==> src/rtl/decode_fifo_if.sv <==
// Fetch/execute handshake bundle for decode_fifo: fetch pushes {inst, pc}, execute pops {inst, pc, ctrl}.
// master = the fetch/execute side that drives in_* and out_ready; slave = the buffer itself.
interface decode_fifo_if #(
  parameter int PC_W = 32
);
  logic            in_valid;
  logic            in_ready;
  logic [31:0]     in_inst;
  logic [PC_W-1:0] in_pc;
  logic            out_valid;
  logic            out_ready;
  logic [31:0]     out_inst;
  logic [PC_W-1:0] out_pc;
  logic [11:0]     out_ctrl;

  modport master (
    output in_valid, in_inst, in_pc, out_ready,
    input  in_ready, out_valid, out_inst, out_pc, out_ctrl
  );

  modport slave (
    input  in_valid, in_inst, in_pc, out_ready,
    output in_ready, out_valid, out_inst, out_pc, out_ctrl
  );
endinterface

==> src/rtl/decode_fifo.sv <==
// Decode buffer between fetch and execute: decodes at enqueue, stores {inst, pc, ctrl} in a DEPTH-entry FIFO.
// Define CP0_DEC_EN to decode MTC0/MFC0/ERET; otherwise every COP0 encoding is flagged invalid.
module decode_fifo #(
  parameter int DEPTH = 4,
  parameter int PC_W  = 32
) (
  input  logic                   clk,
  input  logic                   rst,
  input  logic                   flush,
  decode_fifo_if.slave           bus,
  output logic [$clog2(DEPTH):0] count
);
  localparam int AW = $clog2(DEPTH);
  localparam int CW = AW + 1;

  localparam logic [5:0] EXE_SPECIAL = 6'b000000, EXE_REGIMM = 6'b000001,
                         EXE_J       = 6'b000010, EXE_JAL    = 6'b000011,
                         EXE_BEQ     = 6'b000100, EXE_BNE    = 6'b000101,
                         EXE_BLEZ    = 6'b000110, EXE_BGTZ   = 6'b000111,
                         EXE_ADDI    = 6'b001000, EXE_ADDIU  = 6'b001001,
                         EXE_SLTI    = 6'b001010, EXE_SLTIU  = 6'b001011,
                         EXE_ANDI    = 6'b001100, EXE_ORI    = 6'b001101,
                         EXE_XORI    = 6'b001110, EXE_LUI    = 6'b001111,
                         EXE_COP0    = 6'b010000,
                         EXE_LB      = 6'b100000, EXE_LH     = 6'b100001,
                         EXE_LW      = 6'b100011, EXE_LBU    = 6'b100100,
                         EXE_LHU     = 6'b100101, EXE_SB     = 6'b101000,
                         EXE_SH      = 6'b101001, EXE_SW     = 6'b101011;

  localparam logic [11:0] C_RW = 12'h001, C_RDST = 12'h002, C_ASRC = 12'h004,
                          C_BR = 12'h008, C_MEN  = 12'h010, C_MWR  = 12'h020,
                          C_M2R = 12'h040, C_J   = 12'h080, C_JR   = 12'h100,
                          C_AL = 12'h200, C_INV  = 12'h400, C_CP0W = 12'h800;

  logic [31:0]     inst_mem [DEPTH];
  logic [PC_W-1:0] pc_mem   [DEPTH];
  logic [11:0]     ctrl_mem [DEPTH];
  logic [AW-1:0]   rd_ptr, wr_ptr;
  logic            push, pop;
  logic [11:0]     dec_ctrl;
  logic [5:0]      op, funct;
  logic [4:0]      rs, rt;

  assign op    = bus.in_inst[31:26];
  assign rs    = bus.in_inst[25:21];
  assign rt    = bus.in_inst[20:16];
  assign funct = bus.in_inst[5:0];

  // Every invalid outcome assigns C_INV outright so it never carries other bits.
  always_comb begin
    dec_ctrl = '0;
    case (op)
      EXE_SPECIAL: begin
        case (funct)
          6'b000000, 6'b000010, 6'b000011, 6'b000100, 6'b000110, 6'b000111,
          6'b010000, 6'b010010, 6'b011000, 6'b011001, 6'b011010, 6'b011011,
          6'b100000, 6'b100001, 6'b100010, 6'b100011, 6'b100100, 6'b100101,
          6'b100110, 6'b100111, 6'b101010, 6'b101011:
            dec_ctrl = C_RW | C_RDST;
          6'b001001: dec_ctrl = C_RW | C_RDST | C_JR;
          6'b001000: dec_ctrl = C_JR;
          6'b010001, 6'b010011, 6'b001100, 6'b001101: dec_ctrl = '0;
          default:   dec_ctrl = C_INV;
        endcase
      end
      EXE_ANDI, EXE_ORI, EXE_XORI, EXE_LUI,
      EXE_ADDI, EXE_ADDIU, EXE_SLTI, EXE_SLTIU:
        dec_ctrl = C_RW | C_ASRC;
      EXE_BEQ, EXE_BNE, EXE_BGTZ, EXE_BLEZ:
        dec_ctrl = C_BR;
      EXE_REGIMM: begin
        case (rt)
          5'b00000, 5'b00001: dec_ctrl = C_BR;
          5'b10000, 5'b10001: dec_ctrl = C_RW | C_BR | C_AL;
          default:            dec_ctrl = C_INV;
        endcase
      end
      EXE_J:   dec_ctrl = C_J;
      EXE_JAL: dec_ctrl = C_RW | C_J | C_AL;
      EXE_LB, EXE_LBU, EXE_LH, EXE_LHU, EXE_LW:
        dec_ctrl = C_RW | C_ASRC | C_MEN | C_M2R;
      EXE_SB, EXE_SH, EXE_SW:
        dec_ctrl = C_ASRC | C_MEN | C_MWR;
`ifdef CP0_DEC_EN
      EXE_COP0: begin
        if (rs == 5'b00100)                          dec_ctrl = C_CP0W;
        else if (rs == 5'b00000)                     dec_ctrl = C_RW;
        else if (rs == 5'b10000 && funct == 6'b011000) dec_ctrl = '0;
        else                                         dec_ctrl = C_INV;
      end
`else
      EXE_COP0: dec_ctrl = C_INV;
`endif
      default: dec_ctrl = C_INV;
    endcase
  end

  // Handshake flags come straight from the occupancy register.
  assign bus.in_ready  = (count != CW'(DEPTH));
  assign bus.out_valid = (count != '0);
  assign push = bus.in_valid && bus.in_ready && !flush;
  assign pop  = bus.out_valid && bus.out_ready && !flush;

  always_ff @(posedge clk or posedge rst) begin
    if (rst) begin
      rd_ptr <= '0;
      wr_ptr <= '0;
      count  <= '0;
    end else if (flush) begin
      rd_ptr <= '0;
      wr_ptr <= '0;
      count  <= '0;
    end else begin
      if (push) wr_ptr <= wr_ptr + 1'b1;
      if (pop)  rd_ptr <= rd_ptr + 1'b1;
      if (push && !pop)      count <= count + 1'b1;
      else if (pop && !push) count <= count - 1'b1;
    end
  end

  always_ff @(posedge clk) begin
    if (push) begin
      inst_mem[wr_ptr] <= bus.in_inst;
      pc_mem[wr_ptr]   <= bus.in_pc;
      ctrl_mem[wr_ptr] <= dec_ctrl;
    end
  end

  assign bus.out_inst = bus.out_valid ? inst_mem[rd_ptr] : '0;
  assign bus.out_pc   = bus.out_valid ? pc_mem[rd_ptr]   : '0;
  assign bus.out_ctrl = bus.out_valid ? ctrl_mem[rd_ptr] : '0;
endmodule
==> src/flat_wrapper.sv <==
// flat-port wrapper written by rule: the top's interface ports become plain ports
module decode_fifo_flat 
#(
  parameter int DEPTH = 4,
  parameter int PC_W  = 32
)
  (clk, rst, flush, count, bus_in_valid, bus_in_inst, bus_in_pc, bus_out_ready, bus_in_ready, bus_out_valid, bus_out_inst, bus_out_pc, bus_out_ctrl);
  decode_fifo_if #(.PC_W(PC_W)) bus_i ();
  input  logic clk;
  input  logic rst;
  input  logic flush;
  output logic [$clog2(DEPTH):0] count;
  input wire logic [$bits(bus_i.in_valid)-1:0] bus_in_valid;
  input wire logic [$bits(bus_i.in_inst)-1:0] bus_in_inst;
  input wire logic [$bits(bus_i.in_pc)-1:0] bus_in_pc;
  input wire logic [$bits(bus_i.out_ready)-1:0] bus_out_ready;
  output wire logic [$bits(bus_i.in_ready)-1:0] bus_in_ready;
  output wire logic [$bits(bus_i.out_valid)-1:0] bus_out_valid;
  output wire logic [$bits(bus_i.out_inst)-1:0] bus_out_inst;
  output wire logic [$bits(bus_i.out_pc)-1:0] bus_out_pc;
  output wire logic [$bits(bus_i.out_ctrl)-1:0] bus_out_ctrl;
  assign bus_i.in_valid = bus_in_valid;
  assign bus_i.in_inst = bus_in_inst;
  assign bus_i.in_pc = bus_in_pc;
  assign bus_i.out_ready = bus_out_ready;
  assign bus_in_ready = bus_i.in_ready;
  assign bus_out_valid = bus_i.out_valid;
  assign bus_out_inst = bus_i.out_inst;
  assign bus_out_pc = bus_i.out_pc;
  assign bus_out_ctrl = bus_i.out_ctrl;
  decode_fifo #(.DEPTH(DEPTH), .PC_W(PC_W)) u_core (.clk(clk), .rst(rst), .flush(flush), .bus(bus_i), .count(count));
endmodule
==> config.mk <==
export PLATFORM = sky130hd
export DESIGN_NAME = decode_fifo_flat
export DESIGN_NICKNAME = d
export VERILOG_FILES = /design/src/rtl/decode_fifo_if.sv /design/src/rtl/decode_fifo.sv /design/src/flat_wrapper.sv
export SDC_FILE = /design/constraint.sdc
export NUM_CORES = 1
export LEC_CHECK = 0
export BUFFER_PORTS_ARGS = -buffer_cell sky130_fd_sc_hd__buf_2
export CORE_MARGIN = 5
export CORE_UTILIZATION = 35
export CTS_CLUSTER_DIAMETER = 200
export DETAILED_ROUTE_END_ITERATION = 7
export PLACE_DENSITY_LB_ADDON = 0.08
export SLEW_MARGIN = 20
export SYNTH_ARGS = -nofsm -noshare
export SYNTH_HDL_FRONTEND = slang
export SYNTH_SLANG_ARGS = --single-unit
==> constraint.sdc <==
create_clock -name clk -period 4.5 [get_ports clk]
set_input_delay 0.45 -clock clk [delete_from_list [all_inputs] [get_ports clk]]
set_output_delay 0.45 -clock clk [all_outputs]
set_load 0.01 [all_outputs]
==> results.txt, run 1 <==
----------------------------------------------------
[Yosys]
  Most common flop cell mapped by yosys ... sky130_fd_sc_hd__edfxtp_1
  Async set-or-reset flop fraction in the synthesized netlist ... 0.0228
  Largest area contributor in the synthesized netlist ... sky130_fd_sc_hd__edfxtp_1
  Share of synthesized area occupied by flip-flops and latches ... 0.755
  Most instantiated library cell after synthesis ... sky130_fd_sc_hd__edfxtp_1
  Number of warnings reported in the yosys synthesis log ... 0
  Syn Nets ... 657
  Post-synth top cells ... 300 x sky130_fd_sc_hd__edfxtp_1, 80 x sky130_fd_sc_hd__and2_1, 75 x sky130_fd_sc_hd__mux4_2, 17 x sky130_fd_sc_hd__nor2_1, 12 x sky130_fd_sc_hd__clkbuf_1
  #FFs+latches synth ... 307
  Post-synthesis instance area ... between 10000 and 15000 sq um
  Number of instances in the synthesized netlist ... 583
  Mean post-synth cell area ... between 20 and 25 sq um
  EDFF count, synth ... 300
  Distinct cell type count of the synthesized netlist ... 48
  Share of the synthesized area in the top cell type ... 0.740
  Top cells by area in the synthesized netlist ... sky130_fd_sc_hd__edfxtp_1 74%, sky130_fd_sc_hd__mux4_2 14%, sky130_fd_sc_hd__and2_1 4.1%, sky130_fd_sc_hd__dfrtp_1 1.4%, sky130_fd_sc_hd__nor2_1 0.52%

[Clock network]
  Clock tree from TritonCTS ... yes
  Clock edge transition at the registers on the reported setup and hold paths ... approximately 0.06 ns
  Num CTS Buffers ... 35
  Post-CTS Resized ... 0
  Clk sinks ... 307
  CTS root buf ... sky130_fd_sc_hd__clkbuf_16
  CTS max path bufs ... 3
  Clock latency on the worst-skew pair ... approximately 0.50 ns
  H-tree depth reported by CTS ... 2

[Min path]
  Worst hold path type ... input pin to flip-flop

[Worst setup path]
  Family with the most delay on the worst path ... flip-flops
  Critical path start-end classification ... flip-flop to output port
  Worst setup SP type ... flip-flop
  Worst EP required ... about 4.1 ns
  Crit path buf inv count ... 2
  Critical-path cell with the highest stage delay ... sky130_fd_sc_hd__dfrtp_4
  Arrival time worst endpoint ... approximately 2.8 ns
  Stage delay of the slowest cell on the critical path ... 0.97 ns
  Crit path cell chain ... buf_4 > mux4_2 > and2_1 > buf_2
  CP Max Fanout ... 38
  Critical path endpoint category ... output port

[Cells and area]
  Design Area, Final ... around 15000 sq um
  Sequential cell area in the final layout ... 9190 sq um
  Final Net Count ... a little over 800
  Fraction of final layout cells with drive strength greater than 1 ... 0.384
  Number of fillers in the final layout ... slightly above 3000
  Synthesis-to-layout area growth ... 19.5%
  Util after Layout ... 0.422
  Area used by multi-input combinational logic ... 2810 sq um

[Floorplan]
  Die Y ... ~200 um
  Die footprint ... 38600 sq um
  Floorplan die width ... ~200 um
  Placeable core region ... 34500 sq um
  I/O Pins ... 150
  Effective utilization at floorplan ... 0.353
  Placement row count ... 68

[STA]
  Setup skew after layout ... 0.00762 ns
  Final count of negative-setup-slack endpoints ... 0
  Achievable frequency ... around 0.31 GHz
  Setup repair after global routing missed its margin ... no
  Worst Slack Setup Final ... roughly 1.3 ns
  Post-route clock period utilization ... 0.710
  Final Hold Vio Count ... 0
  Smallest hold slack ... ~0.17 ns
  Count of final max-slew check failures ... 0
  Final Critical Period ... about 3.2 ns
  Worst slew pin tran ... between 0.8 and 0.9 ns
  Post-Route Setup TNS ... 0 ns
  Relative slew slack ... 0.395

[Global routing]
  Maximum number of pins on one net before global-route repair ... 48
  First-pass GRT wire length ... between 40000 and 50000 um
  Total track usage ... 0.141
  Initial antenna violation count ... 3
  GR Overflow Total ... 0
  Number of global-route vias before repair ... just under 7000

[Drt]
  DR WL/cell ... approximately 22 um
  Mean number of vias per cell ... 4.94
  Remaining antenna violation count after routing ... 0
  Initial DRC Count ... 394
  Routed Wire Length ... roughly 27000 um
  Drc violations ... 0
  Vias after detailed routing ... between 6000 and 7000
  Detailed Routing Iterations Pass 1 ... 4

[Placement]
  Global placement routability congestion ... about 0.74
  Half-perimeter wire length of the detailed placement result ... 17000 um
  PortBufs ... around 150
  DP Worst Slack ... ~1.8 ns
  Post-detailed-placement cell area ... between 10000 and 15000 sq um

[Outcome]
  Status ... completed

[Power and ir drop]
  Max rail drop VDD ... 0.355 mV
  Power density over the cells ... approximately 570 nW/um^2
  Leakage Power ... about 0.005 uW

[Flow run]
  Reported max-cap violation count ... 0

----------------------------------------------------
per-layer routing:
layer,part of all wire,global-route usage,vias up,wire length [um]
li1,-,-,2687,-
met5,0.00040,0,-,11
met2,0.49,0.238,145,13600
met4,0.019,0.0349,2,518
met1,0.44,0.187,3234,12000
met3,0.049,0.0323,38,1340
worst reg2reg max path, cell delays in order (launching register included):
cell and delay [ns]:
sky130_fd_sc_hd__dfrtp_1 0.45, sky130_fd_sc_hd__or3b_4 0.33, sky130_fd_sc_hd__nand2_8 0.08, sky130_fd_sc_hd__nor2_1 0.24, sky130_fd_sc_hd__and2_4 0.59, sky130_fd_sc_hd__buf_4 0.57
repair_timing:
item	CTS	global route
hold endpoints to repair	7	0
buffers inserted	0	0
hold buffers	1	0
where the power goes:
part           switching, uW  internal, uW
logic                   1180          1050
clock network           1060          1570
registers                163          3330
area by class of cell:
class,instances,share of cell area
Inverter,10,0.00258
Tap cell,455,0.0392
Sequential cell,307,0.632
Clock inverter,12,0.00594
Multi-Input combinational cell,237,0.193
Clock buffer,50,0.0670
Antenna cell,2,0.000344
Timing Repair Buffer,163,0.0597
final timing paths:
kind,depth (start not counted),startpoint,to,slack (ns)
max,4,u_core.rd_ptr[0],bus_out_pc[1],1.30
min,1,bus_in_pc[11],u_core.pc_mem[2][11],0.17
max reg2reg,5,u_core.count[2],u_core.pc_mem[3][22],1.87
min reg2reg,2,u_core.wr_ptr[1],u_core.wr_ptr[1],0.59
max in group asynchronous,3,rst,u_core.rd_ptr[1],3.79
min in group asynchronous,3,rst,u_core.count[0],0.44
registers in the layout (all words and copies together) (netlist names):
register	flops
u_core.inst_mem	128
u_core.pc_mem	128
u_core.rd_ptr	2
u_core.ctrl_mem	44
u_core.count	3
u_core.wr_ptr	2
cell usage in the layout, fill, tap and decap left out, types with 3 or more instances in the layout:
cell / synthesis / final
sky130_fd_sc_hd__clkbuf_16: 0 / 37
sky130_fd_sc_hd__clkbuf_1: 12 / 13
sky130_fd_sc_hd__and2_1: 80 / 76
sky130_fd_sc_hd__ha_1: 4 / 4
sky130_fd_sc_hd__a21oi_1: 5 / 5
sky130_fd_sc_hd__and2_4: 0 / 4
sky130_fd_sc_hd__clkinv_1: 0 / 4
sky130_fd_sc_hd__inv_1: 9 / 9
sky130_fd_sc_hd__nand2b_1: 3 / 3
sky130_fd_sc_hd__edfxtp_1: 300 / 300
sky130_fd_sc_hd__buf_2: 9 / 148
sky130_fd_sc_hd__nor3_1: 5 / 5
sky130_fd_sc_hd__mux4_2: 75 / 75
sky130_fd_sc_hd__nand2_1: 7 / 7
sky130_fd_sc_hd__nor4_1: 3 / 3
sky130_fd_sc_hd__dfrtp_1: 7 / 5
sky130_fd_sc_hd__buf_4: 1 / 13
sky130_fd_sc_hd__nor2_1: 17 / 17
sky130_fd_sc_hd__clkinv_2: 0 / 5
per-stage QoR:
step | total power (uW) | std cells
2_1_floorplan | 4940 | 583
6_report | 8360 | 1236
4_1_cts | 8530 | 1234
3_5_place_dp | 5880 | 1171
5_1_grt | 8790 | 1236
3_3_place_gp | 5850 | 1171
cells by family after synthesis:
logic type,count (synthesis),synth area share
compound gates,19,0.0128
xor+xnor,5,0.00514
fa+ha+maj,5,0.00576
buf+inv,39,0.0157
flops,307,0.755
mux,78,0.142
other cells,1,0.000308
simple gates,129,0.0634
Note: power is estimated with default switching activity, not from simulation.
==> run 2, diff against run 1 <==
--- a/config.mk
+++ b/config.mk
@@ -5,6 +5,7 @@
 export SDC_FILE = /design/constraint.sdc
 export NUM_CORES = 1
 export LEC_CHECK = 0
+export ABC_AREA = 1
 export BUFFER_PORTS_ARGS = -buffer_cell sky130_fd_sc_hd__buf_2
 export CORE_MARGIN = 5
 export CORE_UTILIZATION = 35
==> constraint.sdc (replaced) <==
create_clock -name clk -period 2.7 [get_ports clk]
set_input_delay 0.27 -clock clk [delete_from_list [all_inputs] [get_ports clk]]
set_output_delay 0.27 -clock clk [all_outputs]
set_load 0.01 [all_outputs]
==> run 2 against run 1 <==
Sequential power up 61%. Setup slack worse by 1.1 ns. Register-to-register slack worse by 1.1 ns. Combinational power up 66%. Area after synthesis up 1.6%. Global-route usage up 1.6 points.
==> results.txt, run 2 <==
----------------------------------------------------
[STA]
  Setup skew after layout ... 0.0350 ns (+0.0273 ns)
  Smallest hold slack ... 0.0115 ns (-0.156 ns)
  Count of final max-slew check failures ... 0 (unchanged)
  Worst Slack Setup Final ... 0.243 ns (-1.06 ns)
  Relative slew slack ... 0.598 (+0.202)
  Post-route clock period utilization ... 0.910
  Final count of negative-setup-slack endpoints ... 0 (unchanged)
  Worst slew pin tran ... 0.599 ns (-0.300 ns)
  Setup repair after global routing missed its margin ... no
  Achievable frequency ... 0.407 GHz
  Final Critical Period ... roughly 2.5 ns
  Final Hold Vio Count ... 0 (unchanged)

[Yosys]
  Syn Nets ... 1091 (+66%)
  Most instantiated library cell after synthesis ... sky130_fd_sc_hd__nor2_1
  EDFF count, synth ... 300 (unchanged)
  Most common flop cell mapped by yosys ... sky130_fd_sc_hd__edfxtp_1
  Largest area contributor in the synthesized netlist ... sky130_fd_sc_hd__edfxtp_1
  Distinct cell type count of the synthesized netlist ... 31 (-35%)
  #FFs+latches synth ... 307 (unchanged)
  Number of warnings reported in the yosys synthesis log ... 0 (unchanged)
  Number of instances in the synthesized netlist ... 1017 (+74%)
  Post-synth top cells ... 314 x sky130_fd_sc_hd__nor2_1, 300 x sky130_fd_sc_hd__edfxtp_1, 87 x sky130_fd_sc_hd__o21ai_1, 80 x sky130_fd_sc_hd__a21oi_1, 73 x sky130_fd_sc_hd__o21ai_0
  Async set-or-reset flop fraction in the synthesized netlist ... 0.0228 (unchanged)
  Top cells by area in the synthesized netlist ... sky130_fd_sc_hd__edfxtp_1 73%, sky130_fd_sc_hd__nor2_1 9.5%, sky130_fd_sc_hd__o21ai_1 3.5%, sky130_fd_sc_hd__a21oi_1 3.2%, sky130_fd_sc_hd__o21ai_0 3.0%
  Post-synthesis instance area ... 12400 sq um (+1.6%)
  Mean post-synth cell area ... 12.2 sq um (-42%)
  Share of synthesized area occupied by flip-flops and latches ... 0.743 (-0.0117)
  Share of the synthesized area in the top cell type ... 0.729 (-0.0115)

[Placement]
  PortBufs ... 148 (unchanged)
  Global placement routability congestion ... 0.726 (-1.9%)
  Post-detailed-placement cell area ... 13800 sq um (+2.2%)
  DP Worst Slack ... 0.705 ns (-1.05 ns)
  Half-perimeter wire length of the detailed placement result ... 17600 um (+3.7%)

[Global routing]
  Maximum number of pins on one net before global-route repair ... 86 (+79%)
  GR Overflow Total ... 0 (unchanged)
  Initial antenna violation count ... 2 (-1)
  Total track usage ... 0.157 (+0.0156)
  First-pass GRT wire length ... 48200 um (+15%)
  Number of global-route vias before repair ... 8226 (+20%)

[Clock network]
  Clk sinks ... 307 (unchanged)
  Count of buffers added by post-CTS timing repair for setup ... 0 (unchanged)
  Clock tree from TritonCTS ... yes
  Clock edge transition at the registers on the reported setup and hold paths ... 0.06 ns (about the same)
  CTS root buf ... sky130_fd_sc_hd__clkbuf_16
  H-tree depth reported by CTS ... 2 (unchanged)
  CTS max path bufs ... 3 (unchanged)
  Clock latency on the worst-skew pair ... 0.52 ns (+0.02 ns)
  Num CTS Buffers ... 35 (unchanged)

[Floorplan]
  I/O Pins ... 150 (unchanged)
  Placement row count ... 68 (unchanged)
  Die Y ... 198 um (+0.74%)
  Placeable core region ... 34700 sq um (+0.74%)
  Effective utilization at floorplan ... 0.356 (+0.00292)
  Die footprint ... 39200 sq um (+1.5%)
  Floorplan die width ... 198 um (+0.74%)

[Power and ir drop]
  Power density over the cells ... 900 nW/um^2 (+57%)
  Leakage Power ... 0.00558 uW (+13%)
  Total power consumption of the routed design ... 13700 uW (+64%)
  Max rail drop VDD ... 0.489 mV (+38%)

[Drt]
  DR WL/cell ... 18.2 um (-18%)
  Vias after detailed routing ... 8025 (+31%)
  Drc violations ... 0 (unchanged)
  Mean number of vias per cell ... 4.76 (-3.7%)
  Initial DRC Count ... 345 (-12%)
  Detailed Routing Iterations Pass 1 ... 4 (unchanged)
  Remaining antenna violation count after routing ... 0 (unchanged)
  Routed Wire Length ... 30700 um (+12%)

[Min path]
  Worst hold path type ... input pin to flip-flop

[Worst setup path]
  Critical path start-end classification ... flip-flop to output port
  Stage delay of the slowest cell on the critical path ... 0.47 ns (-0.50 ns)
  CP Max Fanout ... 24 (-37%)
  Worst setup SP type ... flip-flop
  Critical path endpoint category ... output port
  Crit path cell chain ... inv_2 > nand2_2 > clkinv_2 > buf_4 > a21oi_1 > buf_2
  Worst EP required ... 2.43 ns (-1.62 ns)
  Arrival time worst endpoint ... 2.19 ns (-0.56 ns)
  Critical-path cell with the highest stage delay ... sky130_fd_sc_hd__dfrtp_1
  Reg-to-reg setup timing slack ... 0.76 ns (-1.11 ns)

[Cells and area]
  Largest registers ... u_core.inst_mem (128), u_core.pc_mem (128), u_core.ctrl_mem (44)
  Most common cell after layout, fill and taps aside ... sky130_fd_sc_hd__nor2_1
  Design Area, Final ... 15200 sq um (+4.7%)
  Final Net Count ... 1281 (+55%)
  Number of fillers in the final layout ... 3200 (+3.8%)
  Fraction of final layout cells with drive strength greater than 1 ... 0.187 (-0.197)
  Commonest cells after routing, fill and taps aside ... 310 x sky130_fd_sc_hd__nor2_1, 300 x sky130_fd_sc_hd__edfxtp_1, 148 x sky130_fd_sc_hd__buf_2, 87 x sky130_fd_sc_hd__o21ai_1, 80 x sky130_fd_sc_hd__a21oi_1
  Synthesis-to-layout area growth ... 23.2%
  Util after Layout ... 0.439 (+0.0168)

[Outcome]
  Status ... completed

[Flow run]
  Reported max-cap violation count ... 0 (unchanged)

----------------------------------------------------
-- run 2: changes by cell type after synthesis, moves of 3 or more --
cell                       before  now
sky130_fd_sc_hd__o21ai_0        1   73
sky130_fd_sc_hd__o21ai_1        0   87
sky130_fd_sc_hd__nand3_1        2   10
sky130_fd_sc_hd__nand2b_1       3    0
sky130_fd_sc_hd__nand2_1        7   35
sky130_fd_sc_hd__and2_1        80    0
sky130_fd_sc_hd__inv_1          9   30
sky130_fd_sc_hd__buf_4          1    9
sky130_fd_sc_hd__clkbuf_2       0    8
sky130_fd_sc_hd__a21oi_1        5   80
sky130_fd_sc_hd__nor2_1        17  314
sky130_fd_sc_hd__mux4_2        75    0
sky130_fd_sc_hd__nor3_1         5    2
sky130_fd_sc_hd__buf_2          9   24
-- run 2: area by class of cell --
type	count	area, sq um	share of cell area
flip-flops and latches	307	9190	0.603
clock inverters	18	134	0.00879
clock buffers	43	906	0.0595
diodes	1	2.50	0.000164
multi-input cells	618	2760	0.181
repair buffers	211	1530	0.101
well taps	455	569	0.0374
inverters	34	133	0.00871
-- run 2: per-stage QoR --
stage                     cells  setup TNS, ns
after floorplan            1017        -158.36
after global placement     1582              0
after detailed placement   1582              0
after CTS                  1686              0
after global routing       1686              0
final                      1687              0
-- run 2: final timing paths --
check                           depth (start not counted)                      to            start
worst max register to register                         11         u_core.count[2]  u_core.count[1]
min in group asynchronous                               3         u_core.count[0]              rst
worst min register to register                          1         u_core.count[0]  u_core.count[0]
max in group asynchronous                               3        u_core.rd_ptr[0]              rst
worst min-delay path                                    1  u_core.inst_mem[2][25]  bus_in_inst[25]
worst max-delay path                                    6         bus_out_ctrl[9]  u_core.count[2]
-- run 2: logic make-up (layout without fill, tap and decap cells) --
logic type                 count (synthesis)  count (layout)  synth area share
buffers and inverters                     92             306            0.0359
DFF                                      307             307             0.743
and+or+nand+nor                          369             369             0.116
other                                      1               2          0.000303
adders and majority gates                  5               5           0.00567
xor gates and xnor gates                   1               1          0.000709
AOI/OAI and AO/OA                        242             242            0.0987
-- run 2: critical path, delay by kind of cell, from the launching register on --
| family | cells | cell delay (ns) |
|---|---|---|
| AND/OR/NAND/NOR | 1 | 0.10 |
| AO/OA/AOI/OAI | 1 | 0.28 |
| buffers and inverters | 4 | 0.83 |
| flip-flops | 1 | 0.47 |
-- run 2: power by group --
part	switching [uW]	internal [uW]
logic	2440	1270
registers	106	5530
clock network	1800	2570
-- run 2: metal layers --
metal  up-vias  global-route usage  share of wire
met4         4              0.0306          0.015
met5         -                   0        0.00081
met3        40              0.0303          0.047
met2       168               0.262           0.48
li1       3944                   -              -
met1      3869               0.215           0.46
-- run 2: what timing repair did --
item                                   4_1_cts  5_1_grt
hold buffers                                43        0
endpoints found under the hold margin      175        0
resized for setup                            0        0
==> run 3, diff against run 2 <==
--- a/config.mk
+++ b/config.mk
@@ -5,7 +5,6 @@
 export SDC_FILE = /design/constraint.sdc
 export NUM_CORES = 1
 export LEC_CHECK = 0
-export ABC_AREA = 1
 export BUFFER_PORTS_ARGS = -buffer_cell sky130_fd_sc_hd__buf_2
 export CORE_MARGIN = 5
 export CORE_UTILIZATION = 35
==> run 3 against run 2 <==
Setup slack got worse by 0.067 ns. Count of clock-buffer cells in the layout rose by 5. Sequential power rose by 0.9%. First-iteration DRC count fell by 29%. Die area fell by 1.5%. Design area fell by 0.55%. Largest power group unchanged.
==> results.txt, run 3 (synthesis results as in run 1) <==
----------------------------------------------------
[Outcome]
  Status ... completed

[Worst setup path]
  Critical path start-end classification ... flip-flop to output port
  Worst setup SP type ... flip-flop
  CP Max Fanout ... 53 (+120%)
  Family with the most delay on the worst path ... simple AND/OR/NAND/NOR gates
  Critical path endpoint category ... output port
  Worst EP required ... 2.43 ns (about the same)
  Crit path cell chain ... or3_2 > buf_4 > and2_1 > buf_2
  Crit path buf inv count ... 2 (-2)
  Stage delay of the slowest cell on the critical path ... 0.56 ns (+0.09 ns)
  Arrival time worst endpoint ... 2.25 ns (+0.06 ns)
  Critical-path cell with the highest stage delay ... sky130_fd_sc_hd__or3_2

[Drt]
  Routed Wire Length ... 26900 um (-12%)
  DR WL/cell ... 20.9 um (+15%)
  Remaining antenna violation count after routing ... 0 (unchanged)
  Mean number of vias per cell ... 4.82 (+1.3%)
  Detailed Routing Iterations Pass 1 ... 4 (unchanged)
  Initial DRC Count ... 245 (-29%)
  Drc violations ... 0 (unchanged)
  Vias after detailed routing ... 6197 (-23%)

[Global routing]
  Number of global-route vias before repair ... 6922 (-16%)
  GR Overflow Total ... 0 (unchanged)
  Maximum number of pins on one net before global-route repair ... 54 (-37%)
  Total track usage ... 0.139 (-0.0176)
  Initial antenna violation count ... 3 (+1)
  First-pass GRT wire length ... 41300 um (-14%)

[Clock network]
  H-tree depth reported by CTS ... 2 (unchanged)
  Post-CTS Resized ... 0 (unchanged)
  Clk sinks ... 307 (unchanged)
  CTS root buf ... sky130_fd_sc_hd__clkbuf_16
  Clock latency on the worst-skew pair ... 0.49 ns (-0.03 ns)
  CTS max path bufs ... 3 (unchanged)
  Clock tree from TritonCTS ... yes
  Count of buffers added by post-CTS timing repair for setup ... 0 (unchanged)
  Count of hold buffers inserted by post-cts repair ... 49 (+14%)
  Num CTS Buffers ... 35 (unchanged)
  Clock edge transition at the registers on the reported setup and hold paths ... 0.06 ns (about the same)

[STA]
  Final count of negative-setup-slack endpoints ... 0 (unchanged)
  Post-route clock period utilization ... 0.935 (+0.0249)
  Final Critical Period ... 2.52 ns (+0.0674 ns)
  Worst slew pin tran ... 0.698 ns (+0.0990 ns)
  Setup repair after global routing missed its margin ... no
  Post-Route Setup TNS ... 0 ns (unchanged)
  Achievable frequency ... 0.396 GHz (-2.7%)
  Setup skew after layout ... 0.0102 ns (-0.0247 ns)
  Count of final max-slew check failures ... 0 (unchanged)
  Relative slew slack ... 0.530 (-0.0672)
  Final Hold Vio Count ... 0 (unchanged)

[Cells and area]
  Sequential cell area in the final layout ... 9190 sq um (unchanged)
  Most common cell after layout, fill and taps aside ... sky130_fd_sc_hd__edfxtp_1
  Largest registers ... u_core.inst_mem (128), u_core.pc_mem (128), u_core.ctrl_mem (44)
  Final cell count without fillers ... 1286 (-24%)
  Design Area, Final ... 15100 sq um (-0.55%)
  Number of fillers in the final layout ... 3024 (-5.5%)
  Synthesis-to-layout area growth ... 24.5%
  Final Net Count ... 880 (-31%)
  Fraction of final layout cells with drive strength greater than 1 ... 0.360 (+0.173)
  Commonest cells after routing, fill and taps aside ... 300 x sky130_fd_sc_hd__edfxtp_1, 148 x sky130_fd_sc_hd__buf_2, 76 x sky130_fd_sc_hd__and2_1, 75 x sky130_fd_sc_hd__mux4_2, 49 x sky130_fd_sc_hd__dlygate4sd3_1
  Area used by multi-input combinational logic ... 2800 sq um (+1.5%)
  Util after Layout ... 0.440 (+0.000817)

[Placement]
  Post-detailed-placement cell area ... 13600 sq um (-0.95%)
  Global placement routability congestion ... 0.788 (+8.5%)
  Half-perimeter wire length of the detailed placement result ... 16500 um (-6.2%)
  Placed insts ... 1175 (-26%)
  PortBufs ... 148 (unchanged)

[Floorplan]
  Effective utilization at floorplan ... 0.353 (-0.00292)
  Placeable core region ... 34500 sq um (-0.74%)
  Floorplan die width ... 196 um (-0.74%)
  Die Y ... 196 um (-0.74%)
  Placement row count ... 68 (unchanged)
  Die footprint ... 38600 sq um (-1.5%)
  I/O Pins ... 150 (unchanged)

[Power and ir drop]
  Leakage Power ... 0.00518 uW (-7.1%)
  Max rail drop VDD ... 0.548 mV (+12%)
  Total power consumption of the routed design ... 13900 uW (+1.3%)
  Power density over the cells ... 917 nW/um^2 (+1.9%)

[Flow run]
  Reported max-cap violation count ... 0 (unchanged)

[Min path]
  Worst hold path type ... input pin to flip-flop

----------------------------------------------------
-- run 3: changes by cell type in the layout (fill, tap and decap cells not counted), moves of 4 or more --
cell | previous run | this run
sky130_fd_sc_hd__and2_1 | 0 | 76
sky130_fd_sc_hd__buf_12 | 17 | 12
sky130_fd_sc_hd__a21oi_1 | 80 | 5
sky130_fd_sc_hd__nor2_1 | 310 | 17
sky130_fd_sc_hd__mux4_2 | 0 | 75
sky130_fd_sc_hd__o21ai_1 | 87 | 0
sky130_fd_sc_hd__and2_4 | 0 | 4
sky130_fd_sc_hd__nor2_4 | 5 | 0
sky130_fd_sc_hd__nand3_1 | 10 | 2
sky130_fd_sc_hd__nand2_1 | 35 | 7
sky130_fd_sc_hd__o21ai_0 | 73 | 1
sky130_fd_sc_hd__inv_1 | 30 | 9
sky130_fd_sc_hd__dlygate4sd3_1 | 43 | 49
sky130_fd_sc_hd__clkinv_2 | 9 | 4
-- run 3: worst reg2reg max path: stages (launching register included) --
cell	delay [ns]
sky130_fd_sc_hd__dfrtp_1	0.45
sky130_fd_sc_hd__or3b_4	0.46
sky130_fd_sc_hd__nand2_8	0.11
sky130_fd_sc_hd__nor2_1	0.09
sky130_fd_sc_hd__and2_1	0.19
sky130_fd_sc_hd__fa_1	0.43
sky130_fd_sc_hd__nand2_1	0.11
sky130_fd_sc_hd__xnor2_1	0.12
sky130_fd_sc_hd__nor2_1	0.06
sky130_fd_sc_hd__a211oi_1	0.22
-- run 3: final cells by class --
cell class / instances / share of cell area
repair buffers: 215 / 0.100
multi-input cells: 237 / 0.185
clock inverters: 13 / 0.00388
clock buffers: 48 / 0.0639
diodes: 1 / 0.000165
inverters: 10 / 0.00248
flip-flops and latches: 307 / 0.607
well taps: 455 / 0.0376
-- run 3: path summary, 6_finish.rpt --
| check | startpoint | to | slack [ns] | cells after the start |
|---|---|---|---|---|
| setup / recovery | u_core.count[1] | bus_out_pc[17] | 0.18 | 4 |
| hold / removal | bus_in_inst[19] | u_core.inst_mem[2][19] | 0.03 | 1 |
| setup reg to reg | u_core.count[2] | u_core.count[2] | 0.36 | 9 |
| hold reg to reg | u_core.wr_ptr[1] | u_core.wr_ptr[1] | 0.60 | 2 |
| max in group asynchronous | rst | u_core.rd_ptr[0] | 2.17 | 3 |
| min in group asynchronous | rst | u_core.count[2] | 0.27 | 3 |
-- run 3: per-stage QoR --
stage / hold WS (ns) / setup WS [ns]
6_report: 0.0290 / 0.175
5_1_grt: 0.00737 / 0.0570
4_1_cts: 0.00417 / 0.111
3_5_place_dp: 0.231 / 0.383
3_3_place_gp: 0.218 / 0.482
2_1_floorplan: 0.0734 / 0.292
-- run 3: layer usage --
layer | track usage | up-vias | routed length, um
met4 | 0.0347 | 2 | 442
met5 | 0 | - | 13
met3 | 0.0318 | 37 | 1410
met2 | 0.241 | 141 | 13800
li1 | - | 2788 | -
met1 | 0.179 | 3229 | 11200
-- run 3: power breakdown --
group / internal (uW) / leakage (uW) / switching [uW]
Combinational: 1870 / 0.00187 / 2120
Sequential: 5560 / 0.00282 / 127
Clock: 2500 / 0.000501 / 1720
